## config.mk

```make
export PLATFORM = sky130hd
export DESIGN_NAME = memory_island_req_mux_flat
export DESIGN_NICKNAME = d
export VERILOG_FILES = /design/src/rtl/memory_island_req_mux_if.sv /design/src/rtl/memory_island_req_mux.sv /design/src/flat_wrapper.sv
export SDC_FILE = /design/constraint.sdc
export NUM_CORES = 1
export LEC_CHECK = 0
export CORE_AREA = 2 2 339 341
export CTS_BUF_LIST = sky130_fd_sc_hd__clkbuf_4 sky130_fd_sc_hd__clkbuf_8
export CTS_CLUSTER_DIAMETER = 30
export DETAILED_ROUTE_END_ITERATION = 8
export DIE_AREA = 0 0 341 343
export GPL_TIMING_DRIVEN = 1
export PLACE_DENSITY = 0.36
export SLEW_MARGIN = 15
export SYNTH_ARGS = -nofsm -noshare
export SYNTH_HDL_FRONTEND = slang
export SYNTH_SLANG_ARGS = --single-unit
```

## constraint.sdc

```tcl
create_clock -name clk_i -period 4.4 [get_ports clk_i]
set_clock_uncertainty 0.15 [all_clocks]
set_input_delay 0.88 -clock clk_i [delete_from_list [all_inputs] [get_ports clk_i]]
set_output_delay 0.88 -clock clk_i [all_outputs]
set_load 0.01 [all_outputs]
```

## src/rtl/memory_island_req_mux_if.sv

```systemverilog
// Request/response bundle between N mem-style requesters, the req mux and one core port.
// The mux sits on the slave modport; requesters and the core model drive the master side.
interface memory_island_req_mux_if #(
  parameter int NumInp    = 4,
  parameter int AddrWidth = 32,
  parameter int DataWidth = 64
);
  localparam int StrbWidth = DataWidth / 8;

  logic [NumInp-1:0]           inp_req_i;
  logic [NumInp-1:0]           inp_gnt_o;
  logic [NumInp*AddrWidth-1:0] inp_addr_i;
  logic [NumInp-1:0]           inp_we_i;
  logic [NumInp*DataWidth-1:0] inp_wdata_i;
  logic [NumInp*StrbWidth-1:0] inp_strb_i;
  logic [NumInp-1:0]           inp_rvalid_o;
  logic [NumInp*DataWidth-1:0] inp_rdata_o;

  logic                        oup_req_o;
  logic                        oup_gnt_i;
  logic [AddrWidth-1:0]        oup_addr_o;
  logic                        oup_we_o;
  logic [DataWidth-1:0]        oup_wdata_o;
  logic [StrbWidth-1:0]        oup_strb_o;
  logic                        oup_rvalid_i;
  logic [DataWidth-1:0]        oup_rdata_i;

  modport slave (
    input  inp_req_i, inp_addr_i, inp_we_i, inp_wdata_i, inp_strb_i,
           oup_gnt_i, oup_rvalid_i, oup_rdata_i,
    output inp_gnt_o, inp_rvalid_o, inp_rdata_o,
           oup_req_o, oup_addr_o, oup_we_o, oup_wdata_o, oup_strb_o
  );

  modport master (
    output inp_req_i, inp_addr_i, inp_we_i, inp_wdata_i, inp_strb_i,
           oup_gnt_i, oup_rvalid_i, oup_rdata_i,
    input  inp_gnt_o, inp_rvalid_o, inp_rdata_o,
           oup_req_o, oup_addr_o, oup_we_o, oup_wdata_o, oup_strb_o
  );
endinterface

```

## src/rtl/memory_island_req_mux.sv

```systemverilog
// N:1 round-robin req/gnt mux with lock-until-grant and starvation override; zero-latency
// request path and response routing through an outstanding-ID FIFO that throttles new requests when full.

module fifo_sync #(
  parameter int Width = 8,
  parameter int Depth = 4
) (
  input  logic             clk_i,
  input  logic             rst_ni,
  input  logic             push_vld,
  input  logic [Width-1:0] push_dat,
  input  logic             pop_vld,
  output logic [Width-1:0] head_dat,
  output logic             empty,
  output logic             full
);
  localparam int PtrW = (Depth > 1) ? $clog2(Depth) : 1;
  localparam int CntW = $clog2(Depth + 1);

  logic [Width-1:0] mem_q [Depth];
  logic [PtrW-1:0]  wr_q, rd_q;
  logic [CntW-1:0]  cnt_q;
  logic             do_push, do_pop;

  assign full     = (cnt_q == CntW'(Depth));
  assign empty    = (cnt_q == '0);
  assign do_push  = push_vld & ~full;
  assign do_pop   = pop_vld & ~empty;
  assign head_dat = mem_q[rd_q];

  always_ff @(posedge clk_i) begin
    if (do_push) mem_q[wr_q] <= push_dat;
  end

  always_ff @(posedge clk_i or negedge rst_ni) begin
    if (!rst_ni) begin
      wr_q  <= '0;
      rd_q  <= '0;
      cnt_q <= '0;
    end else begin
      if (do_push) wr_q <= (wr_q == PtrW'(Depth - 1)) ? '0 : wr_q + 1'b1;
      if (do_pop)  rd_q <= (rd_q == PtrW'(Depth - 1)) ? '0 : rd_q + 1'b1;
      cnt_q <= cnt_q + CntW'(do_push) - CntW'(do_pop);
    end
  end
endmodule

module memory_island_req_mux #(
  parameter int NumInp         = 4,
  parameter int AddrWidth      = 32,
  parameter int DataWidth      = 64,
  parameter int MaxOutstanding = 4,
  parameter int StarveLimit    = 0
) (
  input  logic                   clk_i,
  input  logic                   rst_ni,
  memory_island_req_mux_if.slave bus,
  output logic                   busy_o,
  output logic                   rsp_err_o
);
  localparam int StrbWidth = DataWidth / 8;
  localparam int IdxW      = (NumInp > 1) ? $clog2(NumInp) : 1;
  localparam int SW        = (StarveLimit > 0) ? $clog2(StarveLimit + 1) : 1;

  typedef logic [IdxW-1:0] idx_t;

  typedef struct packed {
    logic [AddrWidth-1:0] addr;
    logic                 we;
    logic [DataWidth-1:0] wdata;
    logic [StrbWidth-1:0] strb;
  } req_t;

  typedef enum logic {ST_ARB, ST_LOCK} state_e;

  state_e                     state_q, state_d;
  idx_t                       lock_idx_q, rr_ptr_q, sel, head_idx;
  req_t [NumInp-1:0]          inp_req;
  req_t                       oup;
  logic [NumInp-1:0]          eligible, starved;
  logic [NumInp-1:0][SW-1:0]  wait_cnt_q;
  logic                       fifo_full, fifo_empty, hs, rsp_vld;

  for (genvar g = 0; g < NumInp; g++) begin : g_inp
    assign inp_req[g] = '{addr:  bus.inp_addr_i[g*AddrWidth +: AddrWidth],
                          we:    bus.inp_we_i[g],
                          wdata: bus.inp_wdata_i[g*DataWidth +: DataWidth],
                          strb:  bus.inp_strb_i[g*StrbWidth +: StrbWidth]};

    // Waiting time saturates at the limit; any grant or dropped request restarts it.
    always_ff @(posedge clk_i or negedge rst_ni) begin
      if (!rst_ni)                                    wait_cnt_q[g] <= '0;
      else if (!bus.inp_req_i[g] || bus.inp_gnt_o[g]) wait_cnt_q[g] <= '0;
      else if (wait_cnt_q[g] != SW'(StarveLimit))     wait_cnt_q[g] <= wait_cnt_q[g] + 1'b1;
    end

    assign starved[g] = (StarveLimit > 0) && (wait_cnt_q[g] == SW'(StarveLimit));
  end

  assign eligible = bus.inp_req_i & {NumInp{~fifo_full}};

  always_comb begin : p_sel
    logic found;
    idx_t j;
    sel   = rr_ptr_q;
    found = 1'b0;
    j     = rr_ptr_q;
    if (state_q == ST_LOCK) begin
      sel   = lock_idx_q;
      found = 1'b1;
    end
    for (int i = 0; i < NumInp; i++) begin
      if (!found && starved[i] && eligible[i]) begin
        sel   = idx_t'(i);
        found = 1'b1;
      end
    end
    for (int i = 0; i < NumInp; i++) begin
      if (!found && eligible[j]) begin
        sel   = j;
        found = 1'b1;
      end
      j = (j == idx_t'(NumInp - 1)) ? '0 : j + 1'b1;
    end
  end

  // A full ID FIFO blocks the port outright, even a lock taken earlier.
  assign bus.oup_req_o   = ~fifo_full & ((|eligible) | (state_q == ST_LOCK));
  assign hs              = bus.oup_req_o & bus.oup_gnt_i;
  assign oup             = inp_req[sel];
  assign bus.oup_addr_o  = oup.addr;
  assign bus.oup_we_o    = oup.we;
  assign bus.oup_wdata_o = oup.wdata;
  assign bus.oup_strb_o  = oup.strb;

  always_comb begin
    bus.inp_gnt_o      = '0;
    bus.inp_gnt_o[sel] = hs;
  end

  always_comb begin
    state_d = state_q;
    if (hs)                 state_d = ST_ARB;
    else if (bus.oup_req_o) state_d = ST_LOCK;
  end

  always_ff @(posedge clk_i or negedge rst_ni) begin
    if (!rst_ni) begin
      state_q    <= ST_ARB;
      lock_idx_q <= '0;
      rr_ptr_q   <= '0;
    end else begin
      state_q <= state_d;
      if (state_d == ST_LOCK) lock_idx_q <= sel;
      if (hs) rr_ptr_q <= (sel == idx_t'(NumInp - 1)) ? '0 : sel + 1'b1;
    end
  end

  fifo_sync #(
    .Width (IdxW),
    .Depth (MaxOutstanding)
  ) u_id_fifo (
    .clk_i    (clk_i),
    .rst_ni   (rst_ni),
    .push_vld (hs),
    .push_dat (sel),
    .pop_vld  (rsp_vld),
    .head_dat (head_idx),
    .empty    (fifo_empty),
    .full     (fifo_full)
  );

  assign rsp_vld         = bus.oup_rvalid_i & ~fifo_empty;
  assign bus.inp_rdata_o = {NumInp{bus.oup_rdata_i}};
  assign busy_o          = ~fifo_empty;

  always_comb begin
    bus.inp_rvalid_o           = '0;
    bus.inp_rvalid_o[head_idx] = rsp_vld;
  end

  always_ff @(posedge clk_i or negedge rst_ni) begin
    if (!rst_ni)                               rsp_err_o <= 1'b0;
    else if (bus.oup_rvalid_i && fifo_empty)   rsp_err_o <= 1'b1;
  end
endmodule

```

## src/flat_wrapper.sv

```systemverilog
// flat-port wrapper written by rule: the top's interface ports become plain ports
module memory_island_req_mux_flat 
#(
  parameter int NumInp         = 4,
  parameter int AddrWidth      = 32,
  parameter int DataWidth      = 64,
  parameter int MaxOutstanding = 4,
  parameter int StarveLimit    = 0
)
  (clk_i, rst_ni, busy_o, rsp_err_o, bus_inp_req_i, bus_inp_addr_i, bus_inp_we_i, bus_inp_wdata_i, bus_inp_strb_i, bus_oup_gnt_i, bus_oup_rvalid_i, bus_oup_rdata_i, bus_inp_gnt_o, bus_inp_rvalid_o, bus_inp_rdata_o, bus_oup_req_o, bus_oup_addr_o, bus_oup_we_o, bus_oup_wdata_o, bus_oup_strb_o);
  memory_island_req_mux_if #(.NumInp(NumInp), .AddrWidth(AddrWidth), .DataWidth(DataWidth)) bus_i ();
  input  logic clk_i;
  input  logic rst_ni;
  output logic busy_o;
  output logic rsp_err_o;
  input wire logic [$bits(bus_i.inp_req_i)-1:0] bus_inp_req_i;
  input wire logic [$bits(bus_i.inp_addr_i)-1:0] bus_inp_addr_i;
  input wire logic [$bits(bus_i.inp_we_i)-1:0] bus_inp_we_i;
  input wire logic [$bits(bus_i.inp_wdata_i)-1:0] bus_inp_wdata_i;
  input wire logic [$bits(bus_i.inp_strb_i)-1:0] bus_inp_strb_i;
  input wire logic [$bits(bus_i.oup_gnt_i)-1:0] bus_oup_gnt_i;
  input wire logic [$bits(bus_i.oup_rvalid_i)-1:0] bus_oup_rvalid_i;
  input wire logic [$bits(bus_i.oup_rdata_i)-1:0] bus_oup_rdata_i;
  output wire logic [$bits(bus_i.inp_gnt_o)-1:0] bus_inp_gnt_o;
  output wire logic [$bits(bus_i.inp_rvalid_o)-1:0] bus_inp_rvalid_o;
  output wire logic [$bits(bus_i.inp_rdata_o)-1:0] bus_inp_rdata_o;
  output wire logic [$bits(bus_i.oup_req_o)-1:0] bus_oup_req_o;
  output wire logic [$bits(bus_i.oup_addr_o)-1:0] bus_oup_addr_o;
  output wire logic [$bits(bus_i.oup_we_o)-1:0] bus_oup_we_o;
  output wire logic [$bits(bus_i.oup_wdata_o)-1:0] bus_oup_wdata_o;
  output wire logic [$bits(bus_i.oup_strb_o)-1:0] bus_oup_strb_o;
  assign bus_i.inp_req_i = bus_inp_req_i;
  assign bus_i.inp_addr_i = bus_inp_addr_i;
  assign bus_i.inp_we_i = bus_inp_we_i;
  assign bus_i.inp_wdata_i = bus_inp_wdata_i;
  assign bus_i.inp_strb_i = bus_inp_strb_i;
  assign bus_i.oup_gnt_i = bus_oup_gnt_i;
  assign bus_i.oup_rvalid_i = bus_oup_rvalid_i;
  assign bus_i.oup_rdata_i = bus_oup_rdata_i;
  assign bus_inp_gnt_o = bus_i.inp_gnt_o;
  assign bus_inp_rvalid_o = bus_i.inp_rvalid_o;
  assign bus_inp_rdata_o = bus_i.inp_rdata_o;
  assign bus_oup_req_o = bus_i.oup_req_o;
  assign bus_oup_addr_o = bus_i.oup_addr_o;
  assign bus_oup_we_o = bus_i.oup_we_o;
  assign bus_oup_wdata_o = bus_i.oup_wdata_o;
  assign bus_oup_strb_o = bus_i.oup_strb_o;
  memory_island_req_mux #(.NumInp(NumInp), .AddrWidth(AddrWidth), .DataWidth(DataWidth), .MaxOutstanding(MaxOutstanding), .StarveLimit(StarveLimit)) u_core (.clk_i(clk_i), .rst_ni(rst_ni), .bus(bus_i), .busy_o(busy_o), .rsp_err_o(rsp_err_o));
endmodule
```

==> metrics.md, run 1 <==
| Metric | Value |
|---|---|
| Synthesized cell area | `between 6000 and 7000 sq um` |
| Mean Syn Cell Area | `between 9 and 10 sq um` |
| TritonCTS clock tree | `built` |
| Top-level I/O count | `864` |
| Max-cap violations | `0` |
| Final hold vios | `0` |
| Fraction of layout cells with a size suffix above 1 | `0.386` |
| CP startpoint kind | `input port` |
| TritonCTS Buffers | `3` |
| Multi-input logic area | `between 5000 and 6000 sq um` |
| Die extent in x | `341 um` |
| Static leakage | `0.00637 uW` |
| Final setup TNS | `-21.39 ns` |
| CP Capture Type | `primary output` |
| RePlAce Congestion | `between 0.8 and 0.9` |
| #FFs+latches synth | `21` |
| Number of synthesized flops with an enable pin | `8` |
| CTS Sinks | `21` |
| Largest family of logic cells by synthesized area | `multiplexers` |
| Share of total power in sequential cells | `0.020` |
| Drt total wl | `51.5 mm` |
| CTS clk-pin slew, worst paths | `0.07 ns` |
| XOR/XNOR share of the synthesized area | `0.00506` |
| Sw frac | `0.421` |
| Area growth syn-to-layout | `128%` |
| Sequential Area | `566 sq um` |
| Nets@finish | `1,696` |
| Arrival time at the worst endpoint | `3.72 ns` |
| Hold WS | `0.328 ns` |
| Gate power share | `0.974` |
| Non-filler instance count after layout | `2,704` |
| Share of the synthesized area in the top cell type | `0.460` |
| Total GRT Usage | `0.0810` |
| Fill cell count | `approximately 13,000` |
| Worst-Margin Slew | `0.681 ns` |
| Slowest CP cell | `mux4_2` |
| Cell count after synthesis | `around 740` |
| DRC | `0` |
| Post-synth cell types | `40` |
| Post-DP Area | `12,900 sq um` |
| Hpwl dp | `between 40 and 50 mm` |
| Worst VDD drop | `between 0.6 and 0.7 mV` |
| Synth Area in Compound Gates | `0.0224` |
| Ys async rst share | `0.619` |
| Critical Path RT | `3.37 ns` |
| Kind of critical path | `in -> out` |
| Sequential fraction of the synthesis area | `0.0817` |
| Die Y | `343 um` |
| Max Root-Sink Buffers | `2` |
| Ranking of synthesized cells by area | `mux2i_1 (46%), buf_4 (28%), dfrtp_1 (4.7%), edfxtp_1 (3.5%), buf_12 (3.2%)` |
| Family with the most delay on the worst path | `buffers and inverters` |
| Power Density | `approximately 1200 nW/um^2` |
| Root buffer cell | `clkbuf_8` |
| Antenna violations before repair | `20` |
| FMAX | `roughly 0.21 GHz` |
| Status | `finished, violations left` |
| Failing checks | `setup timing` |
| Prevailing post-synth register cell | `dfrtp_1` |
| Via/cell ratio | `2.64` |
| Final max-slew violation count | `0` |
| 1st-iter DRT viols | `137` |
| Post-synthesis simple-gate area fraction | `0.0389` |
| Final Power | `19,700 uW` |
| Cell repeated most along the worst path | `buf_12` |
| First-pass GRT wire length | `around 66 mm` |
| RSZ-0062 raised after global routing | `yes` |
| FP Rows | `124` |
| Core area | `113,000 sq um` |
| DRT antenna net count | `0` |
| Proportion of synthesized area in mux cells | `0.482` |
| Clock group share of total power | `0.007` |
| GRT overflow | `0` |
| Cells along the critical path | `buf_6, mux4_2, or3_4, buf_6, nand2b_4, nand2_4, a32oi_4, buf_12, buf_16, buf_12, buf_12, buf_4, buf_6, mux2i_4, mux2i_4, buf_12` |
| Crit-path max FO | `5` |
| H-tree depth | `1` |
| Clock latency on the worst-skew pair | `between 0.2 and 0.3 ns` |
| DRT Pass-1 Iters | `4` |
| Critical Path Max Stage Delay | `0.48 ns` |
| Largest net degree at the start of global routing | `20` |
| PortBufs | `between 500 and 600` |
| Final instance area | `around 16,000 sq um` |
| Ys Warns | `0` |
| Vias | `7,140` |
| Switching pwr | `8280 uW` |
| Rel. slew slack | `0.544` |
| Post-Synth Adder-Cell Area | `0.0228` |
| Syn Nets | `1,248` |
| Die area | `around 120,000 sq um` |
| Crit path time final | `4.75 ns` |
| P_int | `11,400 uW` |
| Period utilization | `1.08` |
| Number of setup violations in the final report | `between 100 and 150` |
| PnR worst setup slack | `-0.346 ns` |
| Vias in the first global route | `between 7,000 and 8,000` |
| HP Class | `reg -> reg` |
| Post-Place Cells | `2,579` |
| Initial Utilization | `0.0611` |
| WP buf/inv | `9` |
| Hold_buf cts | `0` |
| Routed len/inst | `19.0 um` |
| Cell taking the most area after synthesis | `mux2i_1` |
-- per-layer routing --
metal | track usage | routed length [um]
met1 | 0.0972 | 20600
met2 | 0.134 | 24100
met5 | 0 | 146
met3 | 0.0370 | 5860
met4 | 0.0126 | 749
-- Yosys cell counts (3+ instances only) --
| cell | count |
|---|---|
| a21o_1 | 3 |
| a21oi_1 | 7 |
| and3_1 | 8 |
| buf_12 | 11 |
| buf_2 | 9 |
| buf_4 | 260 |
| buf_6 | 7 |
| clkbuf_1 | 7 |
| clkbuf_4 | 4 |
| dfrtp_1 | 13 |
| edfxtp_1 | 8 |
| ha_1 | 11 |
| inv_1 | 7 |
| mux2i_1 | 318 |
| mux4_2 | 6 |
| nand2_1 | 10 |
| nand2b_1 | 6 |
| nor2_1 | 10 |
| nor3_1 | 3 |
| o21ai_0 | 3 |
| o21bai_1 | 3 |
| or3_1 | 4 |
| xnor2_1 | 4 |
-- flip-flops by register name, indices dropped and copies added (netlist names) --
| register | flops |
|---|---|
| u_core.u_id_fifo.mem_q | 8 |
| u_core.u_id_fifo.cnt_q | 3 |
| u_core.lock_idx_q | 2 |
| u_core.rr_ptr_q | 2 |
| u_core.u_id_fifo.rd_q | 2 |
| u_core.u_id_fifo.wr_q | 2 |
| u_core.rsp_err_o | 1 |
| u_core.state_q | 1 |
-- cell usage in the layout (no fill, tap or decap), types with 10 or more instances in the layout --
cell type / n
mux2i_1: 204
buf_16: 11
buf_2: 65
buf_12: 61
nor2_1: 10
clkdlybuf4s50_1: 430
dfrtp_1: 13
buf_8: 26
mux2i_2: 33
buf_4: 82
buf_6: 60
mux2i_4: 81
-- logic make-up (layout without fill, tap and decap cells) --
| logic type | count (synthesis) | in the layout |
|---|---|---|
| and+or+nand+nor | 50 | 50 |
| muxes | 326 | 326 |
| buffers and inverters | 308 | 755 |
| adders and majority gates | 12 | 12 |
| other | 0 | 1 |
| DFF | 21 | 21 |
| xor gates and xnor gates | 4 | 4 |
| AOI/OAI and AO/OA | 23 | 23 |
-- area by class of cell --
class,instances,share of cell area
tap,1512,0.120
multi-input combinational,415,0.333
sequential,21,0.0358
clock buffer,4,0.00309
timing repair buffer,742,0.505
antenna,1,0.000158
inverter,9,0.00261
-- per-stage QoR --
stage	setup slack, ns	util
after floorplan	0.263	-
after global placement	-1.09	0.114
after detailed placement	-1.12	0.114
after CTS	-0.406	0.134
after global routing	-0.442	0.139
final	-0.346	0.139
-- power by group through the flow --
stage / clock network (uW) / registers [uW] / logic (uW)
finish: 131 / 384 / 19200
CTS: 137 / 387 / 18400
global route: 145 / 395 / 20400
detailed placement: 0 / 391 / 13300
global placement: 0 / 386 / 13200
floorplan: 0 / 377 / 6550
-- path summary, 6_finish.rpt --
| kind | start | to | slack (ns) | cells after the start |
|---|---|---|---|---|
| setup / recovery | bus_inp_req_i[3] | bus_oup_addr_o[15] | -0.35 | 16 |
| hold / removal | u_core.rsp_err_o | u_core.rsp_err_o | 0.33 | 1 |
| setup reg to reg | u_core.rr_ptr_q[0] | u_core.rr_ptr_q[0] | 0.81 | 17 |
| hold reg to reg | u_core.rsp_err_o | u_core.rsp_err_o | 0.33 | 1 |
| max in group asynchronous | rst_ni | u_core.u_id_fifo.wr_q[1] | 2.79 | 1 |
| min in group asynchronous | rst_ni | u_core.u_id_fifo.rd_q[0] | 0.88 | 1 |
-- what timing repair did --
item | CTS | global route
pin swaps | 3 | 9
gates resized for setup | 647 | 134
gates cloned | 8 | 4
setup endpoints to repair | 109 | 109
buffers inserted | 103 | 28
(Power assumes the default switching activity.)
==> inputs of run 2 (changes only) <==
--- a/config.mk
+++ b/config.mk
@@ -11,6 +11,7 @@
 export DETAILED_ROUTE_END_ITERATION = 8
 export DIE_AREA = 0 0 341 343
 export GPL_TIMING_DRIVEN = 1
+export MAX_ROUTING_LAYER = met4
 export PLACE_DENSITY = 0.36
 export SLEW_MARGIN = 15
 export SYNTH_ARGS = -nofsm -noshare
==> metrics.md, run 2 (synthesis gave the netlist of run 1 again) <==
| Metric | Value |
|---|---|
| Crit-path max FO | `5` |
| TritonCTS Buffers | `3` |
| DRT antenna net count | `0` |
| FP Rows | `124` |
| Worst-Margin Slew | `0.682 ns` |
| Cells along the critical path | `buf_6, mux4_2, or3_4, buf_6, nand2b_4, nand2_4, a32oi_4, buf_12, buf_16, buf_12, buf_12, buf_4, buf_6, mux2i_4, mux2i_4, buf_12` |
| Critical Path Max Stage Delay | `0.48 ns` |
| DRT Pass-1 Iters | `4` |
| Worst VDD drop | `0.602 mV` |
| CTS Sinks | `21` |
| Kind of critical path | `in -> out` |
| Hold depth | `1` |
| Total GRT Usage | `0.0835` |
| Final hold vios | `0` |
| Commonest non-fill, non-tap cells in the layout | `clkdlybuf4s50_1 (430), mux2i_1 (205), buf_4 (82), mux2i_4 (81), buf_2 (65)` |
| Clock group share of total power | `0.007` |
| Final instance area | `15,800 sq um` |
| Most common cell after layout, fill and taps aside | `clkdlybuf4s50_1` |
| Core Util, Final | `0.140` |
| TritonCTS clock tree | `built` |
| Final max-slew violation count | `0` |
| PnR worst setup slack | `-0.343 ns` |
| Top-level I/O count | `864` |
| Hpwl dp | `~43 mm` |
| Max Root-Sink Buffers | `2` |
| Sw frac | `0.421` |
| CP Capture Type | `primary output` |
| Clock latency on the worst-skew pair | `0.26 ns` |
| Vias in the first global route | `7,822` |
| Switching pwr | `between 8000 and 9000 uW` |
| Share of total power in sequential cells | `0.019` |
| PortBufs | `543` |
| P_int | `about 11,000 uW` |
| Crit path time final | `4.74 ns` |
| Hold_buf cts | `0` |
| Final setup TNS | `-21.07 ns` |
| Largest net degree at the start of global routing | `20` |
| Post-DP Area | `~13,000 sq um` |
| HP Class | `reg -> reg` |
| GRT overflow | `0` |
| Die extent in x | `341 um` |
| Vias | `7,126` |
| Final Power | `19,700 uW` |
| Arrival time at the worst endpoint | `3.71 ns` |
| DRC | `0` |
| Slowest CP cell | `mux4_2` |
| Number of setup violations in the final report | `approximately 110` |
| Critical Path RT | `3.37 ns` |
| Failing checks | `setup timing` |
| First-pass GRT wire length | `65.9 mm` |
| CP startpoint kind | `input port` |
| FMAX | `0.211 GHz` |
| H-tree depth | `1` |
| Max reg flops | `8` |
| Via/cell ratio | `2.62` |
| Die area | `117,000 sq um` |
| Reg2Reg Depth | `17` |
| Static leakage | `0.00638 uW` |
| Top Registers | `u_core.u_id_fifo.mem_q (8), u_core.u_id_fifo.cnt_q (3)` |
| Die Y | `343 um` |
| Initial Utilization | `0.0611` |
| Core area | `113,000 sq um` |
| Nets@finish | `1,696` |
| Period utilization | `1.08` |
| Area growth syn-to-layout | `129%` |
| CTS clk-pin slew, worst paths | `~0.07 ns` |
| RePlAce Congestion | `0.835` |
| Cell repeated most along the worst path | `buf_12` |
| 1st-iter DRT viols | `between 100 and 150` |
| Root buffer cell | `clkbuf_8` |
| Max-cap violations | `0` |
| Top reg by flops | `u_core.u_id_fifo.mem_q` |
| Gate power share | `0.974` |
| Rel. slew slack | `0.544` |
| Fraction of layout cells with a size suffix above 1 | `0.385` |
| Status | `finished, violations left` |
| Routed len/inst | `18.9 um` |
| RSZ-0062 raised after global routing | `yes` |
| Power Density | `1250 nW/um^2` |
| Drt total wl | `51.4 mm` |
| Antenna violations before repair | `18` |
| Setup WS pre-CTS | `-1.12 ns` |
run 2: changes by cell type in the layout (fill, tap and decap cells not counted):
cell,before,now
buf_12,61,62
buf_6,60,59
diode_2,1,12
mux2i_1,204,205
mux2i_2,33,32
run 2: final timing paths:
check | to | startpoint | slack, ns
setup / recovery | bus_oup_addr_o[15] | bus_inp_req_i[3] | -0.34
hold / removal | u_core.rsp_err_o | u_core.rsp_err_o | 0.33
setup reg to reg | u_core.rr_ptr_q[0] | u_core.rr_ptr_q[0] | 0.81
hold reg to reg | u_core.rsp_err_o | u_core.rsp_err_o | 0.33
max in group asynchronous | u_core.state_q | rst_ni | 2.79
min in group asynchronous | u_core.u_id_fifo.rd_q[0] | rst_ni | 0.88
run 2: power groups by stage:
stage	registers (uW)	logic (uW)	clock network, uW
floorplan	377	6550	0
global placement	386	13200	0
detailed placement	391	13300	0
CTS	387	18400	137
global route	395	20400	145
finish	383	19200	132
run 2: layout make-up:
type	count	area, sq um
Tap cell	1512	1890
Clock buffer	4	48.8
Timing Repair Buffer	742	7990
Fill cell	12700	97600
Sequential cell	21	566
Inverter	9	41.3
Antenna cell	12	30.0
Multi-Input combinational cell	415	5260
run 2: worst max-delay path, delay by kind of cell:
kind                   cells  cell delay [ns]
and+or+nand+nor            3             0.63
AOI/OAI and AO/OA          1             0.06
muxes                      3             0.90
buffers and inverters      9             1.20
run 2: metal layers:
metal / global-route usage / vias to the layer above / part of all wire
met1: 0.0983 / 3327 / 0.40
met3: 0.0351 / 80 / 0.11
met5: - / - / 0
met4: 0.0126 / 0 / 0.014
met2: 0.135 / 449 / 0.47
li1: - / 3270 / -
run 2: metrics by stage:
step | std cells | hold slack (ns)
final | 2715 | 0.328
after CTS | 2689 | 0.333
after floorplan | 744 | 0.315
after global placement | 2579 | 0.318
after detailed placement | 2579 | 0.312
after global routing | 2715 | 0.360
run 2: timing repair:
action	4_1_cts	5_1_grt
cloned	8	4
endpoints found under the hold margin	0	0
gates resized for setup	647	135
pin swaps	3	9
setup buffers	103	28
setup endpoints to repair	109	109
==> inputs of run 3 (changes only) <==
--- a/config.mk
+++ b/config.mk
@@ -5,11 +5,11 @@
 export SDC_FILE = /design/constraint.sdc
 export NUM_CORES = 1
 export LEC_CHECK = 0
-export CORE_AREA = 2 2 339 341
+export CORE_AREA = 2 2 337 339
 export CTS_BUF_LIST = sky130_fd_sc_hd__clkbuf_4 sky130_fd_sc_hd__clkbuf_8
 export CTS_CLUSTER_DIAMETER = 30
 export DETAILED_ROUTE_END_ITERATION = 8
-export DIE_AREA = 0 0 341 343
+export DIE_AREA = 0 0 339 341
 export GPL_TIMING_DRIVEN = 1
 export MAX_ROUTING_LAYER = met4
 export PLACE_DENSITY = 0.36
==> constraint.sdc (replaced) <==
create_clock -name clk_i -period 5.9 [get_ports clk_i]
set_clock_uncertainty 0.15 [all_clocks]
set_input_delay 1.18 -clock clk_i [delete_from_list [all_inputs] [get_ports clk_i]]
set_output_delay 1.18 -clock clk_i [all_outputs]
set_load 0.01 [all_outputs]
==> metrics.md, run 3 (synthesis gave the netlist of run 1 again) <==
| Metric | Value |
|---|---|
| CTS clk-pin slew, worst paths | `0.08 ns` |
| DRT antenna net count | `0` |
| CTS Sinks | `21` |
| Final hold vios | `0` |
| Hpwl dp | `40.9 mm` |
| Nets@finish | `1,578` |
| Clock latency on the worst-skew pair | `0.26 ns` |
| Worst hold start | `u_core.u_id_fifo.cnt_q[2]` |
| DRT Pass-1 Iters | `4` |
| Cells along the critical path | `clkdlybuf4s50_1, buf_4, mux4_2, nand2b_4, a221o_1, a32oi_4, buf_4, buf_12, buf_16, mux2i_2, mux2i_1, clkdlybuf4s50_1` |
| Final max-slew violation count | `0` |
| Reg2Reg Depth | `12` |
| Hold depth | `1` |
| PortBufs | `543` |
| Area growth syn-to-layout | `90.1%` |
| Status | `completed` |
| Static leakage | `0.00571 uW` |
| Antenna violations before repair | `13` |
| Critical Path RT | `4.57 ns` |
| Drt total wl | `44.2 mm` |
| PnR worst setup slack | `roughly 0.11 ns` |
| GRT overflow | `0` |
| Crit-path max FO | `12` |
| DRC | `0` |
| Max reg flops | `8` |
| Routed len/inst | `around 17 um` |
| Largest net degree at the start of global routing | `24` |
| Worst VDD drop | `0.268 mV` |
| Period utilization | `0.981` |
| Max-cap violations | `0` |
| Most common cell after layout, fill and taps aside | `clkdlybuf4s50_1` |
| Max Root-Sink Buffers | `2` |
| Die Y | `341 um` |
| Number of setup violations in the final report | `0` |
| RSZ-0062 raised after global routing | `yes` |
| WHS Endpoint | `u_core.u_id_fifo.cnt_q[2]` |
| Slowest CP cell | `mux4_2` |
| TritonCTS Buffers | `3` |
| Final setup TNS | `0 ns` |
| TritonCTS clock tree | `built` |
| Top-level I/O count | `864` |
| Reg2reg start | `u_core.rr_ptr_q[0]` |
| Power Density | `approximately 780 nW/um^2` |
| Commonest non-fill, non-tap cells in the layout | `clkdlybuf4s50_1 (491), mux2i_1 (295), buf_4 (75), buf_12 (38), mux2i_2 (19)` |
| Core area | `112,000 sq um` |
| CP startpoint kind | `input port` |
| Total GRT Usage | `0.0730` |
| Via/cell ratio | `about 2.5` |
| Rel. slew slack | `0.504` |
| Worst R2R Setup Slack | `2.28 ns` |
| FMAX | `0.173 GHz` |
| Post-Place Cells | `2,560` |
| Fill cell count | `12,800` |
| Vias in the first global route | `approximately 7,000` |
| Top reg by flops | `u_core.u_id_fifo.mem_q` |
| Root buffer cell | `clkbuf_8` |
| Critical Path Max Stage Delay | `0.49 ns` |
| Die area | `116,000 sq um` |
| First-pass GRT wire length | `57.3 mm` |
| Hold_buf cts | `0` |
| HP Class | `reg -> reg` |
| Setup WS pre-CTS | `-0.414 ns` |
| Vias | `between 6,000 and 7,000` |
| Kind of critical path | `in -> out` |
| Worst-Margin Slew | `approximately 0.74 ns` |
| CP Capture Type | `primary output` |
| Non-filler instance count after layout | `~2,600` |
| H-tree depth | `1` |
| 1st-iter DRT viols | `126` |
| Crit path time final | `5.79 ns` |
| FP Rows | `123` |
| Top Registers | `u_core.u_id_fifo.mem_q (8), u_core.u_id_fifo.cnt_q (3)` |
| Die extent in x | `around 340 um` |
| RR Endpoint | `u_core.rr_ptr_q[0]` |
| Fraction of layout cells with a size suffix above 1 | `0.149` |
| Arrival time at the worst endpoint | `approximately 4.5 ns` |
| RePlAce Congestion | `0.874` |
| Initial Utilization | `0.0619` |
## run 3: cell count changes in the layout (fill, tap and decap cells not counted), sizes merged
cell / before / now
clkbuf: 9 / 5
diode: 12 / 6
clkdlybuf4s50: 430 / 491
dlymetal6s2s: 0 / 14
buf: 305 / 117
bufbuf: 1 / 0
## run 3: where the power goes
part | switching, uW | total, uW | internal (uW)
combinational | 4620 | 9910 | 5300
clock | 45.8 | 98.5 | 52.7
sequential | 61.7 | 302 | 240
## run 3: how the worst max path moves through the flow
| stage | startpoint | to | slack (ns) | cells after the start |
|---|---|---|---|---|
| final | bus_inp_req_i[2] | bus_oup_wdata_o[4] | 0.11 | 12 |
| after global routing | bus_inp_req_i[2] | bus_oup_wdata_o[4] | -0.01 | 12 |
| after CTS | bus_inp_req_i[2] | bus_oup_addr_o[19] | 0.02 | 12 |
| after detailed placement | bus_inp_req_i[2] | bus_oup_wdata_o[35] | -0.41 | 11 |
| after global placement | bus_inp_req_i[2] | bus_oup_wdata_o[35] | -0.42 | 11 |
| after floorplan | bus_inp_req_i[3] | bus_inp_gnt_o[0] | 1.16 | 12 |
## run 3: stage by stage
stage	util	cell area, sq um	total power, uW	hold slack (ns)
detailed placement	0.115	12800	10200	0.350
global route	0.118	13200	11000	0.380
finish	0.118	13200	10300	0.353
CTS	0.116	12900	10500	0.364
floorplan	-	6920	5170	0.315
global placement	0.115	12800	10100	0.332
## run 3: layout make-up
type	count	area [sq um]	area share
Timing Repair Buffer	624	6510	0.495
Multi-Input combinational cell	415	4110	0.312
Tap cell	1500	1880	0.143
Sequential cell	21	566	0.0430
Clock buffer	4	48.8	0.00371
Inverter	9	33.8	0.00257
Antenna cell	6	15.0	0.00114
## run 3: critical path, delay by kind of cell
| kind | cells | cell delay, ns |
|---|---|---|
| simple gates | 1 | 0.16 |
| mux | 3 | 0.86 |
| compound gates | 2 | 0.59 |
| buf+inv | 6 | 1.63 |
## run 3: timing repair
| action | in CTS | in global routing |
|---|---|---|
| resized for setup | 13 | 38 |
| endpoints found under the setup margin | 12 | 51 |
| setup buffers | 3 | 5 |
| cloned | 0 | 1 |
## run 3: metal layers
metal / GRT usage / wire [um] / vias up
met1: 0.0874 / 18800 / 2857
met3: 0.0231 / 3800 / 93
li1: - / - / 3019
met4: 0.0162 / 1030 / 0
met5: - / 0 / -
met2: 0.119 / 20600 / 436
